**src/rtl/mdp_pkg.sv**
```systemverilog
// rtl/mdp_pkg.sv - shared encodings for the mdp_datapath ALU, write-back and PC muxes
package mdp_pkg;

   localparam logic [2:0] ALU_AND  = 3'b000;
   localparam logic [2:0] ALU_OR   = 3'b001;
   localparam logic [2:0] ALU_ADD  = 3'b010;
   localparam logic [2:0] ALU_XOR  = 3'b011;
   localparam logic [2:0] ALU_NOR  = 3'b100;
   localparam logic [2:0] ALU_RSVD = 3'b101;
   localparam logic [2:0] ALU_SUB  = 3'b110;
   localparam logic [2:0] ALU_SLT  = 3'b111;

   localparam logic [1:0] REGDST_RT   = 2'b00;
   localparam logic [1:0] REGDST_RD   = 2'b01;
   localparam logic [1:0] REGDST_LINK = 2'b10;
   localparam logic [1:0] REGDST_RT_B = 2'b11;

   localparam logic [1:0] MEMTOREG_ALUOUT = 2'b00;
   localparam logic [1:0] MEMTOREG_MDR    = 2'b01;
   localparam logic [1:0] MEMTOREG_PC     = 2'b10;
   localparam logic [1:0] MEMTOREG_LUI    = 2'b11;

   localparam logic [1:0] SRCB_B       = 2'b00;
   localparam logic [1:0] SRCB_FOUR    = 2'b01;
   localparam logic [1:0] SRCB_IMM     = 2'b10;
   localparam logic [1:0] SRCB_IMM_SL2 = 2'b11;

   localparam logic [1:0] PCSRC_ALU    = 2'b00;
   localparam logic [1:0] PCSRC_ALUOUT = 2'b01;
   localparam logic [1:0] PCSRC_JUMP   = 2'b10;
   localparam logic [1:0] PCSRC_REG    = 2'b11;

   // The link register is the highest index, so it shrinks with the register count.
   function automatic logic [4:0] link_index(input int unsigned aw);
      return 5'((32'd1 << aw) - 32'd1);
   endfunction

endpackage

```
**src/rtl/mdp_alu.sv**
```systemverilog
// rtl/mdp_alu.sv - combinational ALU with zero and signed-overflow flags
module mdp_alu
   import mdp_pkg::*;
#(
   parameter int XLEN = 32
) (
   input  logic [XLEN-1:0] a,
   input  logic [XLEN-1:0] b,
   input  logic [2:0]      op,
   output logic [XLEN-1:0] result,
   output logic            zero,
   output logic            overflow
);

   logic [XLEN-1:0] sum;
   logic [XLEN-1:0] diff;
   logic            lt;

   assign sum  = a + b;
   assign diff = a - b;
   assign lt   = $signed(a) < $signed(b);

   always_comb begin
      result   = '0;
      overflow = 1'b0;
      case (op)
         ALU_AND: result = a & b;
         ALU_OR:  result = a | b;
         ALU_ADD: begin
            result   = sum;
            overflow = (a[XLEN-1] == b[XLEN-1]) && (sum[XLEN-1] != a[XLEN-1]);
         end
         ALU_XOR: result = a ^ b;
         ALU_NOR: result = ~(a | b);
         ALU_SUB: begin
            result   = diff;
            overflow = (a[XLEN-1] != b[XLEN-1]) && (diff[XLEN-1] != a[XLEN-1]);
         end
         ALU_SLT: result = XLEN'(lt);
         default: result = '0;
      endcase
   end

   assign zero = (result == '0);

endmodule

```
**src/rtl/mdp_datapath.sv**
```systemverilog
// rtl/mdp_datapath.sv - parametrised multicycle MIPS-style datapath with memory-wait stall
// Optional register-file debug read port enabled by MDP_DEBUG_PORT_EN.
module mdp_datapath
   import mdp_pkg::*;
#(
   parameter int              XLEN     = 32,
   parameter int              REG_AW   = 5,
   parameter logic [XLEN-1:0] RESET_PC = '0
) (
   input  logic              clk,
   input  logic              reset,
   input  logic              MIO_ready,
   input  logic              IorD,
   input  logic              IRWrite,
   input  logic              RegWrite,
   input  logic              ALUSrcA,
   input  logic              PCWrite,
   input  logic              PCWriteCond,
   input  logic              Branch,
   input  logic [1:0]        RegDst,
   input  logic [1:0]        MemtoReg,
   input  logic [1:0]        ALUSrcB,
   input  logic [1:0]        PCSource,
   input  logic [2:0]        ALU_operation,
   input  logic [XLEN-1:0]   data2CPU,
   output logic [XLEN-1:0]   PC_Current,
   output logic [31:0]       Inst,
   output logic [XLEN-1:0]   data_out,
   output logic [XLEN-1:0]   M_addr,
   output logic              zero,
   output logic              overflow
`ifdef MDP_DEBUG_PORT_EN
   ,
   input  logic [REG_AW-1:0] dbg_addr,
   output logic [XLEN-1:0]   dbg_data
`endif
);

   localparam int              NREG      = 1 << REG_AW;
   localparam logic [4:0]      LINK_FULL = link_index(REG_AW);
   localparam logic [REG_AW-1:0] LINK_IDX = LINK_FULL[REG_AW-1:0];

   logic [XLEN-1:0]   pc;
   logic [31:0]       ir;
   logic [XLEN-1:0]   mdr;
   logic [XLEN-1:0]   a_reg;
   logic [XLEN-1:0]   b_reg;
   logic [XLEN-1:0]   alu_out;
   logic [XLEN-1:0]   regs [NREG];

   logic [REG_AW-1:0] rs_idx;
   logic [REG_AW-1:0] rt_idx;
   logic [REG_AW-1:0] rd_idx;
   logic [REG_AW-1:0] wr_idx;
   logic [XLEN-1:0]   rd_a;
   logic [XLEN-1:0]   rd_b;
   logic [XLEN-1:0]   wr_data;
   logic [XLEN-1:0]   imm_sx;
   logic [XLEN-1:0]   lui_val;
   logic [XLEN-1:0]   alu_a;
   logic [XLEN-1:0]   alu_b;
   logic [XLEN-1:0]   alu_result;
   logic [XLEN-1:0]   pc_next;
   logic              pc_we;

   assign rs_idx  = ir[21 +: REG_AW];
   assign rt_idx  = ir[16 +: REG_AW];
   assign rd_idx  = ir[11 +: REG_AW];
   assign imm_sx  = XLEN'($signed(ir[15:0]));
   assign lui_val = XLEN'($signed({ir[15:0], 16'h0000}));

   assign rd_a = (rs_idx == '0) ? '0 : regs[rs_idx];
   assign rd_b = (rt_idx == '0) ? '0 : regs[rt_idx];

   assign alu_a = ALUSrcA ? a_reg : pc;

   always_comb begin
      alu_b = b_reg;
      case (ALUSrcB)
         SRCB_B:       alu_b = b_reg;
         SRCB_FOUR:    alu_b = XLEN'(4);
         SRCB_IMM:     alu_b = imm_sx;
         SRCB_IMM_SL2: alu_b = imm_sx << 2;
         default:      alu_b = b_reg;
      endcase
   end

   mdp_alu #(.XLEN(XLEN)) u_alu (
      .a        (alu_a),
      .b        (alu_b),
      .op       (ALU_operation),
      .result   (alu_result),
      .zero     (zero),
      .overflow (overflow)
   );

   always_comb begin
      wr_idx  = rt_idx;
      wr_data = alu_out;
      pc_next = alu_result;
      case (RegDst)
         REGDST_RD:   wr_idx = rd_idx;
         REGDST_LINK: wr_idx = LINK_IDX;
         default:     wr_idx = rt_idx;
      endcase
      case (MemtoReg)
         MEMTOREG_MDR: wr_data = mdr;
         MEMTOREG_PC:  wr_data = pc;
         MEMTOREG_LUI: wr_data = lui_val;
         default:      wr_data = alu_out;
      endcase
      case (PCSource)
         PCSRC_ALUOUT: pc_next = alu_out;
         PCSRC_JUMP:   pc_next = {pc[XLEN-1:28], ir[25:0], 2'b00};
         PCSRC_REG:    pc_next = a_reg;
         default:      pc_next = alu_result;
      endcase
   end

   // Branch selects the sense of the condition: beq on zero, bne on non-zero.
   assign pc_we = PCWrite | (PCWriteCond & (Branch ? zero : ~zero));

   always_ff @(posedge clk) begin
      if (reset) begin
         pc      <= RESET_PC;
         ir      <= '0;
         mdr     <= '0;
         a_reg   <= '0;
         b_reg   <= '0;
         alu_out <= '0;
         for (int i = 0; i < NREG; i++) begin
            regs[i] <= '0;
         end
      end else if (MIO_ready) begin
         if (IRWrite) begin
            ir <= data2CPU[31:0];
         end
         mdr     <= data2CPU;
         a_reg   <= rd_a;
         b_reg   <= rd_b;
         alu_out <= alu_result;
         if (pc_we) begin
            pc <= pc_next;
         end
         if (RegWrite && (wr_idx != '0)) begin
            regs[wr_idx] <= wr_data;
         end
      end
   end

   assign PC_Current = pc;
   assign Inst       = ir;
   assign data_out   = b_reg;
   assign M_addr     = IorD ? alu_out : pc;

`ifdef MDP_DEBUG_PORT_EN
   assign dbg_data = (dbg_addr == '0) ? '0 : regs[dbg_addr];
`endif

endmodule

```
**config.mk**
```make
export PLATFORM = sky130hd
export DESIGN_NAME = mdp_datapath
export DESIGN_NICKNAME = d
export VERILOG_FILES = /design/src/rtl/mdp_pkg.sv /design/src/rtl/mdp_alu.sv /design/src/rtl/mdp_datapath.sv
export SDC_FILE = /design/constraint.sdc
export NUM_CORES = 2
export LEC_CHECK = 0
export CAP_MARGIN = 20
export CORE_UTILIZATION = 50
export DETAILED_ROUTE_END_ITERATION = 16
export PLACE_DENSITY_LB_ADDON = 0.3
export SLEW_MARGIN = 20
export SYNTH_ARGS = -nofsm -noshare
export SYNTH_HDL_FRONTEND = slang
export SYNTH_HIERARCHICAL = 1
export SYNTH_SLANG_ARGS = --single-unit
```
**constraint.sdc**
```tcl
create_clock -name clk -period 20.6 [get_ports clk]
set_input_delay 3.09 -clock clk [delete_from_list [all_inputs] [get_ports clk]]
set_output_delay 3.09 -clock clk [all_outputs]
set_load 0.01 [all_outputs]
```
==> impl_results.md <==
* Die X at 375.4 um
* Die Area at between 100,000 and 150,000 um^2
* Hold-fix buffers at CTS at 0
* Htree depth at 4
* Layout cells sized above 1 at 16.62%
* Predominant post-synthesis flop cell: edfxtp_1
* Skew final at 0.03927 ns
* Tightest Hold Check Type: reg -> reg
* First-pass GRT wire length at 370,500 um
* F_max at 75.27 MHz
* Hold Startpoint: Inst[28]$_SDFFE_PP0P_
* Die height at around 380 um
* Wire per inst at 32.89 um
* Largest cells by area after synthesis: edfxtp_1, mux4_2, mux2i_1, nor2_1, dfxtp_1
* Worst vdd ir at 0.00008301 V
* Fin crit share at 64.50%
* Rel. slew slack at about an eighth
* WHS Path Cells at 2
* Critical Path Max Stage Delay at 0.88 ns
* Worst flop-to-flop path endpoint: PC_Current[30]$_SDFFE_PP0P_
* Synth-to-Final Area Change at 11.31%
* Routability cong. at 1.000
* Clock Path Buffers at 3
* Number of remaining DRC errors at 0
* Mean post-synth cell area at 11.51 um^2
* Clock Latency Late Sink at 0.79 ns
* Clk sinks at about 1.2k
* HPWL after detailed placement at 168,300 um
* Cell family with most CP delay: compound AO/OA/AOI/OAI gates
* Core area at 137,800 um^2
* Vias at roughly 55k
* Critical path data required time at 17.51 ns
* Final WL at 260,900 um
* Nets@finish at 6,184
* Crit Path Category: in -> out
* Detail Route Antenna Nets at 0
* Total GRT Usage at 36.34%
* FFs w/ async S/R, synth at 0%
* Final Max Slew Viols at 0
* Initial core utilization at 50.58%
* Post-CTS Setup Bufs at 0
* Commonest cells post-synth: nor2_1, edfxtp_1, mux2i_1
* Number of buffers created by CTS at 133
* Cells after synthesis at between 6k and 7k
* Status: completed
* Vias in the first global route at ~53k
* Dpl ws at 7.440 ns
* Port-buffer cells at 182
* TritonCTS clock tree: built
* Share of the synthesized area in the top cell type at 44.11%
* Worst-margin pin slew at 1.311 ns
* Worst setup SP type: input pin
* Post-synth top area cell: edfxtp_1
* GR Overflow Total at 0
* Min Clock Period, post-route at 13.29 ns
* Worst setup margin at 7.314 ns
* Initial drt markers at 7,849
* Seq/Total Area, Yosys at 49.91%
* Synthesized cell area at approximately 70,000 um^2
* Critical Path End Type: output pin
* Post-CTS resize count at 0
* Design area at 77,600 um^2
* Largest Register: regs
* Hold Vio Cnt, Final at 0
* Vias per inst at 6.930
* Initial antenna violation count at 12
* Count leader, synth: nor2_1
* Reg-to-reg setup timing slack at 13.34 ns
* RSZ-0062 raised after global routing: no
* Finish-stage setup viols at 0
* Leak at 25.72 nW
* Slowest CP cell: o41ai_1
* Hold path endpoint: Inst[28]$_SDFFE_PP0P_
* Number of core rows at about 140
* Seq cells post-synth at 1,226
* Fin Setup TNS at 0 ns
* Largest register FFs at 1,024
* Ys Warns at 6
* CP Data Arrival Time at 10.20 ns
* FF-to-FF path depth at 22
* Area after DPL at 73,420 um^2
* Post-synth EDFFs at approximately 1k
* Total iterations of the first detailed-routing run at 6
* Total Power at 0.006159 W
* Max_cap viols at 0
* Crit-path cells: clkdlybuf4s50_1 -> buf_4 -> and2_1 -> nand2_1 -> o21ai_0 -> inv_1 -> ha_1 -> a21o_1 -> a21oi_1 -> a21oi_1 -> o41ai_1 -> a211oi_1 -> o21a_1 -> mux2i_1 -> or4b_2 -> nor4b_1 -> nand4b_1 -> nor3_2 -> clkdlybuf4s50_1
* FF-to-FF Start: Inst[15]$_SDFFE_PP0P_
* Post-synthesis cell type count at 85
* CTS clk-pin slew, worst paths at 0.06 ns
* IO Count at 183
* CTS root buf: clkbuf_16
* CP max FO at 20
* Largest net degree at the start of global routing at 162
* Buf/Inv on CP at 4
* Pwr/cell area at 79.36 nW/um^2
[kinds of logic after synthesis]
family	count (synthesis)	share of synthesized area, %
AOI/OAI and AO/OA	1007	9.923
xor gates and xnor gates	8	0.1005
adders and majority gates	104	1.888
buffers and inverters	691	4.065
DFF	1226	49.91
muxes	1007	20.95
other	1	0.005379
and+or+nand+nor	2011	13.16
[final cells by class]
| class | count | area, um^2 |
|---|---|---|
| fill | 11240 | 60230 |
| multi-input combinational | 4169 | 32570 |
| tap | 1794 | 2245 |
| antenna | 5 | 12.51 |
| inverter | 115 | 431.7 |
| clock buffer | 186 | 3715 |
| clock inverter | 55 | 426.7 |
| timing repair buffer | 382 | 3386 |
| sequential | 1226 | 34820 |
[per-stage QoR]
step / util (%) / instances / hold slack, ns
3_5_place_dp: 53.27 / 7686 / 0.4498
4_1_cts: 56.28 / 7927 / 0.4582
6_report: 56.30 / 7932 / 0.4594
5_1_grt: 56.29 / 7927 / 0.4791
3_3_place_gp: 53.25 / 7685 / 0.4433
2_1_floorplan: - / 6086 / 0.4544
[layer usage]
layer | wire (um) | global-route usage [%]
met4 | 12100 | 16.50
met1 | 95650 | 47.35
met2 | 118500 | 56.40
met3 | 34540 | 10.26
met5 | 134 | 0
[report_power, final]
part,internal (W),switching [W],leakage [nW],total (W)
clock,0.00130,0.00102,2.01,0.00233
sequential,0.00278,0.0000935,12.2,0.00288
combinational,0.000347,0.000608,11.5,0.000955
total,0.00443,0.00173,25.7,0.00616
[cell usage in the layout (no fill, tap or decap), drive strengths merged, types with 102 or more instances in the layout]
| master | count |
|---|---|
| a22oi | 146 |
| edfxtp | 1024 |
| a211oi | 102 |
| a21oi | 251 |
| mux2i | 510 |
| buf | 209 |
| nor2b | 151 |
| nand2 | 242 |
| mux2 | 150 |
| inv | 119 |
| nand2b | 115 |
| o21ai | 105 |
| dfxtp | 202 |
| ha | 102 |
| a2111oi | 135 |
| clkbuf | 186 |
| mux4 | 347 |
| clkdlybuf4s50 | 173 |
| nor2 | 1176 |
[worst max-delay path by stage]
stage / startpoint / endpoint / slack (ns) / cells after the start
2_1_floorplan: ALUSrcB[1] / zero / 9.88 / 17
3_3_place_gp: ALUSrcB[1] / zero / 7.44 / 19
3_5_place_dp: ALUSrcB[1] / zero / 7.44 / 19
4_1_cts: ALUSrcB[1] / zero / 7.41 / 19
5_1_grt: ALUSrcB[1] / zero / 6.99 / 19
6_report: ALUSrcB[1] / zero / 7.31 / 19
[tightest hold or removal path, cell delays in order, from the launching register on]
cell     delay [ns]
dfxtp_1        0.31
nand2_1        0.05
a21oi_1        0.05
(Power assumes the default switching activity.)
